[config.mk]
export PLATFORM = sky130hd
export DESIGN_NAME = core_ctrl
export DESIGN_NICKNAME = d
export VERILOG_FILES = /design/src/rtl/core_pkg.sv /design/src/rtl/core_lfsr.sv /design/src/rtl/core_ctrl.sv
export SDC_FILE = /design/constraint.sdc
export NUM_CORES = 1
export LEC_CHECK = 0
export ABC_AREA = 1
export CAP_MARGIN = 15
export CORE_MARGIN = 1.5
export CORE_UTILIZATION = 39
export DETAILED_ROUTE_END_ITERATION = 10
export PLACE_DENSITY_LB_ADDON = 0.2
export SYNTH_ARGS = -nofsm -noshare
export SYNTH_HDL_FRONTEND = slang
export SYNTH_SLANG_ARGS = --single-unit
[constraint.sdc]
create_clock -name clk -period 1.5 [get_ports clk]
set_clock_uncertainty 0.2 [all_clocks]
set_input_delay 0.3 -clock clk [delete_from_list [all_inputs] [get_ports clk]]
set_output_delay 0.3 -clock clk [all_outputs]
set_load 0.05 [all_outputs]
[src/rtl/core_pkg.sv]
// Shared definitions for the core controller: opcode and state enums,
// instruction word field positions and the LFSR feedback polynomial.
package core_pkg;

    localparam int unsigned DATA_W    = 32;
    localparam int unsigned ITEM_W    = 16;
    localparam int unsigned ADDRJ_W   = 20;

    // Instruction word field positions
    localparam int unsigned OPC_MSB   = 31;
    localparam int unsigned OPC_LSB   = 28;
    localparam int unsigned D2_MSB    = 19;
    localparam int unsigned D2_LSB    = 10;
    localparam int unsigned D1_MSB    = 9;
    localparam int unsigned D1_LSB    = 0;
    localparam int unsigned ADDRJ_MSB = 19;
    localparam int unsigned ADDRJ_LSB = 0;

    // Galois feedback mask for x^32 + x^22 + x^2 + x + 1 (right-shifting form)
    localparam logic [31:0] LFSR_TAPS = 32'h8020_0003;

    typedef enum logic [3:0] {
        OP_NOP  = 4'd0,
        OP_GEN  = 4'd1,
        OP_CONF = 4'd2,
        OP_ACC  = 4'd3,
        OP_UPD  = 4'd4,
        OP_END  = 4'd5
    } opcode_t;

    typedef enum logic [2:0] {
        ST_IDLE  = 3'd0,
        ST_GEN   = 3'd1,
        ST_FETCH = 3'd2,
        ST_EXEC  = 3'd3,
        ST_OUTW  = 3'd4
    } state_t;

    // One Galois LFSR step
    function automatic logic [31:0] lfsr_step(input logic [31:0] v);
        return {1'b0, v[31:1]} ^ (v[0] ? LFSR_TAPS : 32'h0);
    endfunction

endpackage

[src/rtl/core_lfsr.sv]
// 32-bit Galois LFSR random source; steps once per i_adv pulse.
// Ports: clk, rst (sync, active-high), i_adv (advance strobe),
//        o_value (current random word).
module core_lfsr
    import core_pkg::*;
#(
    parameter logic [31:0] SEED = 32'hACE1_2024
) (
    input  logic        clk,
    input  logic        rst,
    input  logic        i_adv,
    output logic [31:0] o_value
);

    logic [31:0] r_value;

    always_ff @(posedge clk) begin
        if (rst) begin
            r_value <= SEED;
        end else if (i_adv) begin
            r_value <= lfsr_step(r_value);
        end
    end

    assign o_value = r_value;

endmodule

[src/rtl/core_ctrl.sv]
// Core controller: accepts 32-bit instruction words, sequences the core
// through GEN / FETCH / EXEC strobes and streams UPD results out.
// Ports:
//   clk, rst                  clock, synchronous active-high reset
//   instr_valid/ready/data    instruction stream (ready only in IDLE)
//   run,gen,get_v,exec,update core control strobes
//   item_a,rand_num,get_d_1/2 core operands, addr_j (last CONF value)
//   core_res_1/2              core results, captured in the UPD EXEC cycle
//   out_valid/ready/data_1/2  result stream
//   rand_in                   external random word (only without the macro)
// Macro CORE_CTRL_LFSR_EN: when defined, rand_num comes from an internal
// LFSR (core_lfsr) and the rand_in port is removed.
module core_ctrl
    import core_pkg::*;
#(
    parameter int unsigned ITEM_AW   = 10,
    parameter logic [31:0] LFSR_SEED = 32'hACE1_2024
) (
    input  logic                 clk,
    input  logic                 rst,
    input  logic                 instr_valid,
    output logic                 instr_ready,
    input  logic [DATA_W-1:0]    instr_data,
    output logic                 run,
    output logic                 gen,
    output logic                 get_v,
    output logic                 exec,
    output logic                 update,
    output logic [ITEM_W-1:0]    item_a,
    output logic [DATA_W-1:0]    rand_num,
    output logic [DATA_W-1:0]    get_d_1,
    output logic [DATA_W-1:0]    get_d_2,
    output logic [ADDRJ_W-1:0]   addr_j,
    input  logic [DATA_W-1:0]    core_res_1,
    input  logic [DATA_W-1:0]    core_res_2,
    output logic                 out_valid,
    input  logic                 out_ready,
    output logic [DATA_W-1:0]    out_data_1,
    output logic [DATA_W-1:0]    out_data_2
`ifndef CORE_CTRL_LFSR_EN
    ,
    input  logic [DATA_W-1:0]    rand_in
`endif
);

    state_t              r_state;
    state_t              w_state_nxt;
    logic                w_accept;
    opcode_t             w_op;
    logic [DATA_W-1:0]   w_rand_word;

    logic                r_instr_ready;
    logic                r_run;
    logic                r_gen;
    logic                r_get_v;
    logic                r_exec;
    logic                r_update;
    logic                r_is_upd;
    logic [ITEM_W-1:0]   r_item_a;
    logic [DATA_W-1:0]   r_rand_num;
    logic [DATA_W-1:0]   r_get_d_1;
    logic [DATA_W-1:0]   r_get_d_2;
    logic [ADDRJ_W-1:0]  r_addr_j;
    logic                r_out_valid;
    logic [DATA_W-1:0]   r_out_data_1;
    logic [DATA_W-1:0]   r_out_data_2;

    // Reserved instruction bits carry no meaning; seed only feeds the LFSR
    logic                w_unused;
    assign w_unused = ^{instr_data[OPC_LSB-1:D2_MSB+1], LFSR_SEED};

    assign w_accept = instr_valid && (r_state == ST_IDLE);
    assign w_op     = opcode_t'(instr_data[OPC_MSB:OPC_LSB]);

    // Random word source
`ifdef CORE_CTRL_LFSR_EN
    logic w_lfsr_adv;
    assign w_lfsr_adv = w_accept && (w_op == OP_GEN);

    core_lfsr #(
        .SEED    (LFSR_SEED)
    ) u_lfsr (
        .clk     (clk),
        .rst     (rst),
        .i_adv   (w_lfsr_adv),
        .o_value (w_rand_word)
    );
`else
    // External word is captured on the accept edge so it is valid while gen is high
    assign w_rand_word = rand_in;
`endif

    // State register
    always_ff @(posedge clk) begin
        if (rst) begin
            r_state <= ST_IDLE;
        end else begin
            r_state <= w_state_nxt;
        end
    end

    // Next-state logic
    always_comb begin
        w_state_nxt = r_state;
        case (r_state)
            ST_IDLE: begin
                if (w_accept) begin
                    case (w_op)
                        OP_GEN:         w_state_nxt = ST_GEN;
                        OP_ACC, OP_UPD: w_state_nxt = ST_FETCH;
                        default:        w_state_nxt = ST_IDLE;
                    endcase
                end
            end
            ST_GEN:   w_state_nxt = ST_IDLE;
            ST_FETCH: w_state_nxt = ST_EXEC;
            ST_EXEC:  w_state_nxt = r_is_upd ? ST_OUTW : ST_IDLE;
            ST_OUTW:  w_state_nxt = out_ready ? ST_IDLE : ST_OUTW;
            default:  w_state_nxt = ST_IDLE;
        endcase
    end

    // Registered outputs: strobes are decoded from the next state so they
    // line up exactly with the state they belong to.
    always_ff @(posedge clk) begin
        if (rst) begin
            r_instr_ready <= 1'b1;
            r_run         <= 1'b0;
            r_gen         <= 1'b0;
            r_get_v       <= 1'b0;
            r_exec        <= 1'b0;
            r_update      <= 1'b0;
            r_is_upd      <= 1'b0;
            r_item_a      <= '0;
            r_rand_num    <= '0;
            r_get_d_1     <= '0;
            r_get_d_2     <= '0;
            r_addr_j      <= '0;
            r_out_valid   <= 1'b0;
            r_out_data_1  <= '0;
            r_out_data_2  <= '0;
        end else begin
            r_instr_ready <= (w_state_nxt == ST_IDLE);
            r_gen         <= (w_state_nxt == ST_GEN);
            r_get_v       <= (w_state_nxt == ST_FETCH);
            r_exec        <= (w_state_nxt == ST_EXEC);
            r_update      <= (w_state_nxt == ST_EXEC) && r_is_upd;
            r_out_valid   <= (w_state_nxt == ST_OUTW);

            if (w_accept) begin
                r_is_upd <= (w_op == OP_UPD);
                r_run    <= (w_op != OP_END);
                case (w_op)
                    OP_GEN: begin
                        r_item_a   <= ITEM_W'(instr_data[ITEM_AW-1:0]);
                        r_rand_num <= w_rand_word;
                    end
                    OP_ACC, OP_UPD: begin
                        r_get_d_1 <= DATA_W'(instr_data[D1_MSB:D1_LSB]);
                        r_get_d_2 <= DATA_W'(instr_data[D2_MSB:D2_LSB]);
                    end
                    OP_CONF: begin
                        r_addr_j <= instr_data[ADDRJ_MSB:ADDRJ_LSB];
                    end
                    default: ;
                endcase
            end

            // Results are sampled at the end of the UPD exec cycle and held through OUTW
            if ((r_state == ST_EXEC) && r_is_upd) begin
                r_out_data_1 <= core_res_1;
                r_out_data_2 <= core_res_2;
            end
        end
    end

    assign instr_ready = r_instr_ready;
    assign run         = r_run;
    assign gen         = r_gen;
    assign get_v       = r_get_v;
    assign exec        = r_exec;
    assign update      = r_update;
    assign item_a      = r_item_a;
    assign rand_num    = r_rand_num;
    assign get_d_1     = r_get_d_1;
    assign get_d_2     = r_get_d_2;
    assign addr_j      = r_addr_j;
    assign out_valid   = r_out_valid;
    assign out_data_1  = r_out_data_1;
    assign out_data_2  = r_out_data_2;

endmodule

==> reports/results.txt, run 1 <==
sequential area share after synthesis: 50.6%
Synth cell types: 27
Hold Slack: 157 ps
Internal Power: 0.00744 W
register cell area after layout: 3180 µm²
Ys Warns: 0
async set or reset register ratio after synthesis: 0%
multi-input logic area: 2500 µm²
initial DRC count: 375
setup_tns: 0 ps
post-synth top area share: 50.6%
DR top layer: met4
EDFF count, synth: 0
syn avg cell area: 7.69 µm²
post-DP HPWL: 13.9 mm
Worst-Skew Late Latency: 420 ps
# H-tree levels: 4
Total Nets Final: 1,221
TritonCTS clock tree: done
Clock transition at path regs: 60 ps
Antenna diodes: 0
GRT Residual Overflow: 0
crit path DAT: 1570 ps
largest net degree at the start of global routing: 57
Routed met2 length: 10.4 mm
Layout Utilization: 75.1%
Gate power share: 14.6%
Crit. Startpoint: rst
Die Area: 16,700 µm²
Yosys top cell by area: dfxtp_1
core area: 15,400 µm²
worst hold stages: 3
share of cells above drive strength 1: 25.3%
met1 wire length: 7.51 mm
clk buf depth: 2
Total GRT Usage: 23.4%
worst r2r src: r_state[0]
status: finished clean
minimum clock period: 1480 ps
Switch Pwr: 0.00261 W
R2R cell count: 6
Buffers on Ports: 276
final setup vio count: 0
Post-synth top flop: dfxtp_1
RSZ-0062 raised after global routing: yes
vias in the first global route: 5,916
Relative slew margins: 65.0%
root buffer cell: clkbuf_16
beginning of the worst hold path: instr_data[30]
global-route wire length before repair: 30.1 mm
DRC violations left: 0
ranking of synthesized cells by area: dfxtp_1 (51%), nor2_1 (12%), nand2_1 (7.9%)
First-pass DRT Iterations: 7
Starting Density: 40.4%
share of power burned in registers: 42.7%
worst path required time: 1590 ps
WS Path Type: in2reg
Fillers: 1,041
TritonCTS buffer count: 17
clock power share: 42.7%
chip width: 129 µm
crit path max fanout: 48
sw frac: 26.0%
Hold Fails Final Rpt: 0
Detail Route met3 WL: 2.08 mm
DR WL/cell: 15.8 µm
final WL: 20.7 mm
Final Power: 0.0101 W
Min-Delay Path Class: in2reg
Max Cap Viol: 0
power per cell area: 871 nW/µm²
maximum VDD drop: 0.000752 V
TritonCTS Sinks: 157
mapped cell area: 6220 µm²
RD Place Congestion: 0.803
area delta synth->final: 85.7%
Seq cells post-synth: 157
Slew @ Worst Pin: 526 ps
Final ANT Viol Nets: 0
initial antenna violation count: 0
via count: 6,210
synthesized instance count: 808
# IOs: 335
Site Rows: 45
Die Height: 129 µm
CP Launch Type: input port
Leak: 4.87 nW
Vias/cell: 4.74
Final Cycle Share: 98.8%
fmax: 674 MHz
CP Capture Type: flop
max-slew violation count: 0
==> power by group through the flow <==
stage               Clock (W)  Sequential [W]  Combinational, W
global placement            0         0.00438           0.00137
detailed placement          0         0.00438           0.00138
global route          0.00453         0.00430           0.00155
CTS                   0.00436         0.00429           0.00139
floorplan                   0         0.00454          0.000654
finish                0.00430         0.00429           0.00147
==> kinds of logic (layout without fill, tap and decap cells) <==
kind of cell | count (synthesis) | after routing | synth area share (%)
buf+inv | 132 | 375 | 13.6
compound gates | 133 | 133 | 10.8
simple gates | 385 | 385 | 25.0
other cells | 1 | 50 | 0.0603
flops | 157 | 157 | 50.6
==> cells in the mapped netlist (3+ instances only) <==
cell type    n
nor2_1     199
buf_8        4
buf_1        4
o21ai_0     54
nand3_1     44
inv_2        3
o21ai_1     13
a21oi_1     65
nor2_2       4
buf_2       20
nand2_1    131
dfxtp_1    157
clkbuf_1    12
buf_6        9
buf_4       52
inv_1       26
==> flip-flops by register name, summed over array words and instances (netlist names), 3 cells and up <==
register / cells
out_data_1: 32
out_data_2: 32
rand_num: 32
get_d_1: 10
r_state: 3
get_d_2: 10
addr_j: 20
item_a: 10
==> metal layers <==
metal	vias up	global-route usage, %
met5	-	0
met4	0	11.2
met3	42	9.17
met2	282	39.6
met1	2869	25.7
li1	3017	-
==> placed cells by master, fill, tap and decap left out <==
cell | Yosys | final
dfxtp_1 | 157 | 127
dlygate4sd3_1 | 0 | 1
nand3_1 | 44 | 41
conb_1 | 1 | 50
a21oi_2 | 1 | 4
a21oi_4 | 0 | 1
dfxtp_4 | 0 | 1
buf_6 | 9 | 2
nand4_1 | 1 | 1
a21oi_1 | 65 | 61
clkinv_4 | 0 | 1
inv_8 | 0 | 1
buf_4 | 52 | 15
o21ai_0 | 54 | 53
buf_12 | 1 | 167
nor2_8 | 1 | 1
inv_4 | 0 | 2
clkinv_2 | 0 | 6
nor2_2 | 4 | 2
buf_2 | 20 | 1
dlygate4sd2_1 | 0 | 1
clkbuf_16 | 0 | 24
nand3_2 | 0 | 3
dlymetal6s2s_1 | 0 | 4
nor2_1 | 199 | 197
dfxtp_2 | 0 | 29
clkdlybuf4s50_1 | 0 | 117
inv_1 | 26 | 26
clkinvlp_4 | 0 | 3
nor3_4 | 0 | 1
nand2_1 | 131 | 128
inv_2 | 3 | 1
nand2_4 | 1 | 3
nor2_4 | 1 | 5
bufinv_16 | 0 | 3
nand2_2 | 1 | 2
and3_1 | 1 | 1
o21ai_1 | 13 | 14
==> path summary, 6_finish.rpt <==
path	slack, ps	endpoint
max	20	get_v
min	160	run
min reg2reg	290	rand_num[25]
max reg2reg	20	rand_num[0]
==> through the flow <==
step	setup WS, ps	cells	area, µm²
2_1_floorplan	152	857	6400
3_3_place_gp	-436	1268	10600
3_5_place_dp	-514	1268	10600
4_1_cts	-14.8	1300	11200
5_1_grt	-50.9	1311	11500
6_report	17.3	1311	11500
==> critical path, cell delays in order <==
cell	delay, ps
dlygate4sd3_1	550
buf_2	150
buf_4	460
nor2_1	110
==> timing repair <==
action	4_1_cts	5_1_grt
setup buffers	1	3
pin swaps	1	7
hold buffers	1	0
endpoints found under the hold margin	1	0
gates resized for setup	10	52
cloned	0	8
endpoints found under the setup margin	70	153
==> area by class of cell <==
class,count,area share [%]
multi-input cells,568,21.6
inverters,30,1.08
clock inverters,13,1.31
clock buffers,17,3.68
repair buffers,315,42.4
flip-flops and latches,157,27.6
well taps,211,2.29
Note: power is estimated with default switching activity, not from simulation.
==> run 2, diff against run 1 <==
--- a/config.mk
+++ b/config.mk
@@ -7,9 +7,10 @@
 export LEC_CHECK = 0
 export ABC_AREA = 1
 export CAP_MARGIN = 15
-export CORE_MARGIN = 1.5
-export CORE_UTILIZATION = 39
+export CORE_AREA = 2 2 130 132
+export CTS_CLUSTER_SIZE = 25
 export DETAILED_ROUTE_END_ITERATION = 10
+export DIE_AREA = 0 0 132 134
 export PLACE_DENSITY_LB_ADDON = 0.2
 export SYNTH_ARGS = -nofsm -noshare
 export SYNTH_HDL_FRONTEND = slang
==> reports/results.txt, run 2 (synthesis results as in run 1) <==
status: complete, but fails checks
failing checks: negative setup slack
post-DP HPWL: 13.4 mm (-3.4%)
maximum VDD drop: 0.000653 V (-13%)
met1 wire length: 8.14 mm (+8.4%)
Total GRT Usage: 21.1% (-2.3 points)
FF-to-FF End: rand_num[0]
GRT Residual Overflow: 0 (unchanged)
final setup vio count: 3 (+3)
Leak: 4.92 nW (+1.0%)
CP Launch Type: flop
Relative slew margins: 61.1% (-3.8 points)
Vias/cell: 4.62 (-2.5%)
Slew @ Worst Pin: 583 ps (+57.7 ps)
Clock transition at path regs: 60 ps (about the same)
minimum clock period: 1530 ps (+44.0 ps)
Starting Density: 38.2% (-2.3 points)
crit path max fanout: 7 (-85%)
Antenna diodes: 0 (unchanged)
max-slew violation count: 0 (unchanged)
vias in the first global route: 5,678 (-4.0%)
chip width: 132 µm (+2.1%)
largest net degree at the start of global routing: 65 (+14%)
Final ANT Viol Nets: 0 (unchanged)
First-pass DRT Iterations: 5 (-2)
final WL: 20.5 mm (-0.67%)
Max Cap Viol: 0 (unchanged)
worst path required time: 1640 ps (+50 ps)
area delta synth->final: 88.5%
Detail Route met3 WL: 1.71 mm (-18%)
register cell area after layout: 3180 µm² (-0.24%)
CP Capture Type: flop
initial antenna violation count: 0 (unchanged)
DR top layer: met4
Final Cycle Share: 102% (+2.9 points)
# IOs: 335 (unchanged)
Total Nets Final: 1,222 (+0.082%)
share of cells above drive strength 1: 27.9% (+2.7 points)
worst r2r src: r_state[0]
beginning of the worst hold path: rst
clk buf depth: 2 (unchanged)
Post-DP Area: 10,600 µm² (-0.27%)
Buffers on Ports: 276 (unchanged)
commonest non-fill, non-tap cell in the layout: nor2_1
WS Path Type: reg2reg
DRC violations left: 0 (unchanged)
Die Area: 17,700 µm² (+5.9%)
most frequent cells in the layout: nor2_1 (188), buf_12 (169), dfxtp_1 (133), clkdlybuf4s50_1 (117), nand2_1 (113)
Routed met2 length: 10.4 mm (-0.52%)
post-cts hold buffer count: 0 (-1)
global-route wire length before repair: 29.7 mm (-1.2%)
RSZ-0062 raised after global routing: yes
Layout Utilization: 71.9% (-3.2 points)
RD Place Congestion: 0.801 (-0.25%)
post-route worst setup slack: -26.8 ps (-44.0 ps)
TritonCTS clock tree: done
TritonCTS buffer count: 17 (unchanged)
Worst-Skew Late Latency: 410 ps (about the same)
initial DRC count: 384 (+2.4%)
worst hold stages: 4 (+1)
# H-tree levels: 4 (unchanged)
power per cell area: 853 nW/µm² (-2.1%)
core area: 16,300 µm² (+6.0%)
crit path DAT: 1670 ps (+100 ps)
DR WL/cell: 15.5 µm (-1.6%)
Hold Path End: instr_ready
fmax: 655 MHz (-2.9%)
Die Height: 134 µm (+3.7%)
TritonCTS Sinks: 157 (unchanged)
root buffer cell: clkbuf_16
R2R cell count: 6 (unchanged)
via count: 6,110 (-1.6%)
multi-input logic area: 2600 µm² (+4.2%)
Min-Delay Path Class: in2reg
Site Rows: 47 (+4.4%)
Hold Fails Final Rpt: 0 (unchanged)
r2r setup slk: -30 ps (-40 ps)
final cell area excluding filler cells: 11,700 µm² (+1.5%)
Fillers: 1,225 (+18%)
[run 2: timing repair]
| item | CTS | global route |
|---|---|---|
| buffers inserted | 0 | 5 |
| endpoints found under the hold margin | 0 | 0 |
| pin swaps | 0 | 43 |
| resized for setup | 7 | 102 |
| endpoints found under the setup margin | 34 | 149 |
| cloned | 0 | 11 |
[run 2: power by group]
part,leakage (nW),internal [W],switching [W]
clock,0.288,0.00254,0.00172
sequential,1.28,0.00423,0.0000625
combinational,3.35,0.000622,0.000817
total,4.92,0.00739,0.00260
[run 2: how the worst max path moves through the flow]
stage | from | end | slack [ps] | cells after the start
2_1_floorplan | r_state[0] | get_d_2[1] | 150 | 7
3_3_place_gp | instr_data[28] | rand_num[9] | -450 | 8
3_5_place_dp | instr_data[28] | item_a[1] | -460 | 8
4_1_cts | instr_data[28] | item_a[5] | -4 | 8
5_1_grt | r_state[0] | rand_num[0] | -100 | 6
6_report | r_state[0] | rand_num[0] | -30 | 6
[run 2: layer usage]
| metal | vias up | track usage [%] |
|---|---|---|
| li1 | 3020 | - |
| met1 | 2844 | 24.9 |
| met2 | 221 | 35.0 |
| met3 | 25 | 8.54 |
| met4 | 0 | 6.82 |
| met5 | - | 0 |
[run 2: area by class of cell]
type                            instances  share of cell area (%)
Clock inverter                         10                   0.950
Sequential cell                       157                    27.1
Clock buffer                           22                    3.96
Multi-Input combinational cell        568                    22.2
Inverter                               30                    1.05
Tap cell                              220                    2.35
Timing Repair Buffer                  316                    42.4
[run 2: metrics by stage]
step           setup slack (ps)  cells  TNS [ps]  hold WS [ps]  total power, W
4_1_cts                   -3.51   1307     -3.51           115          0.0100
2_1_floorplan               152    857         0           230         0.00519
3_3_place_gp               -446   1275    -36750           286         0.00576
5_1_grt                    -101   1323     -2360           150          0.0103
6_report                  -26.8   1323     -35.1           145         0.00999
3_5_place_dp               -461   1275    -36580           291         0.00576
[run 2: worst max-delay path, stage by stage (launching register included)]
cell	delay, ps
dfxtp_2	340
nor2_4	150
nand2_4	110
nor2_8	240
buf_6	190
nand2_1	70
a21oi_1	150
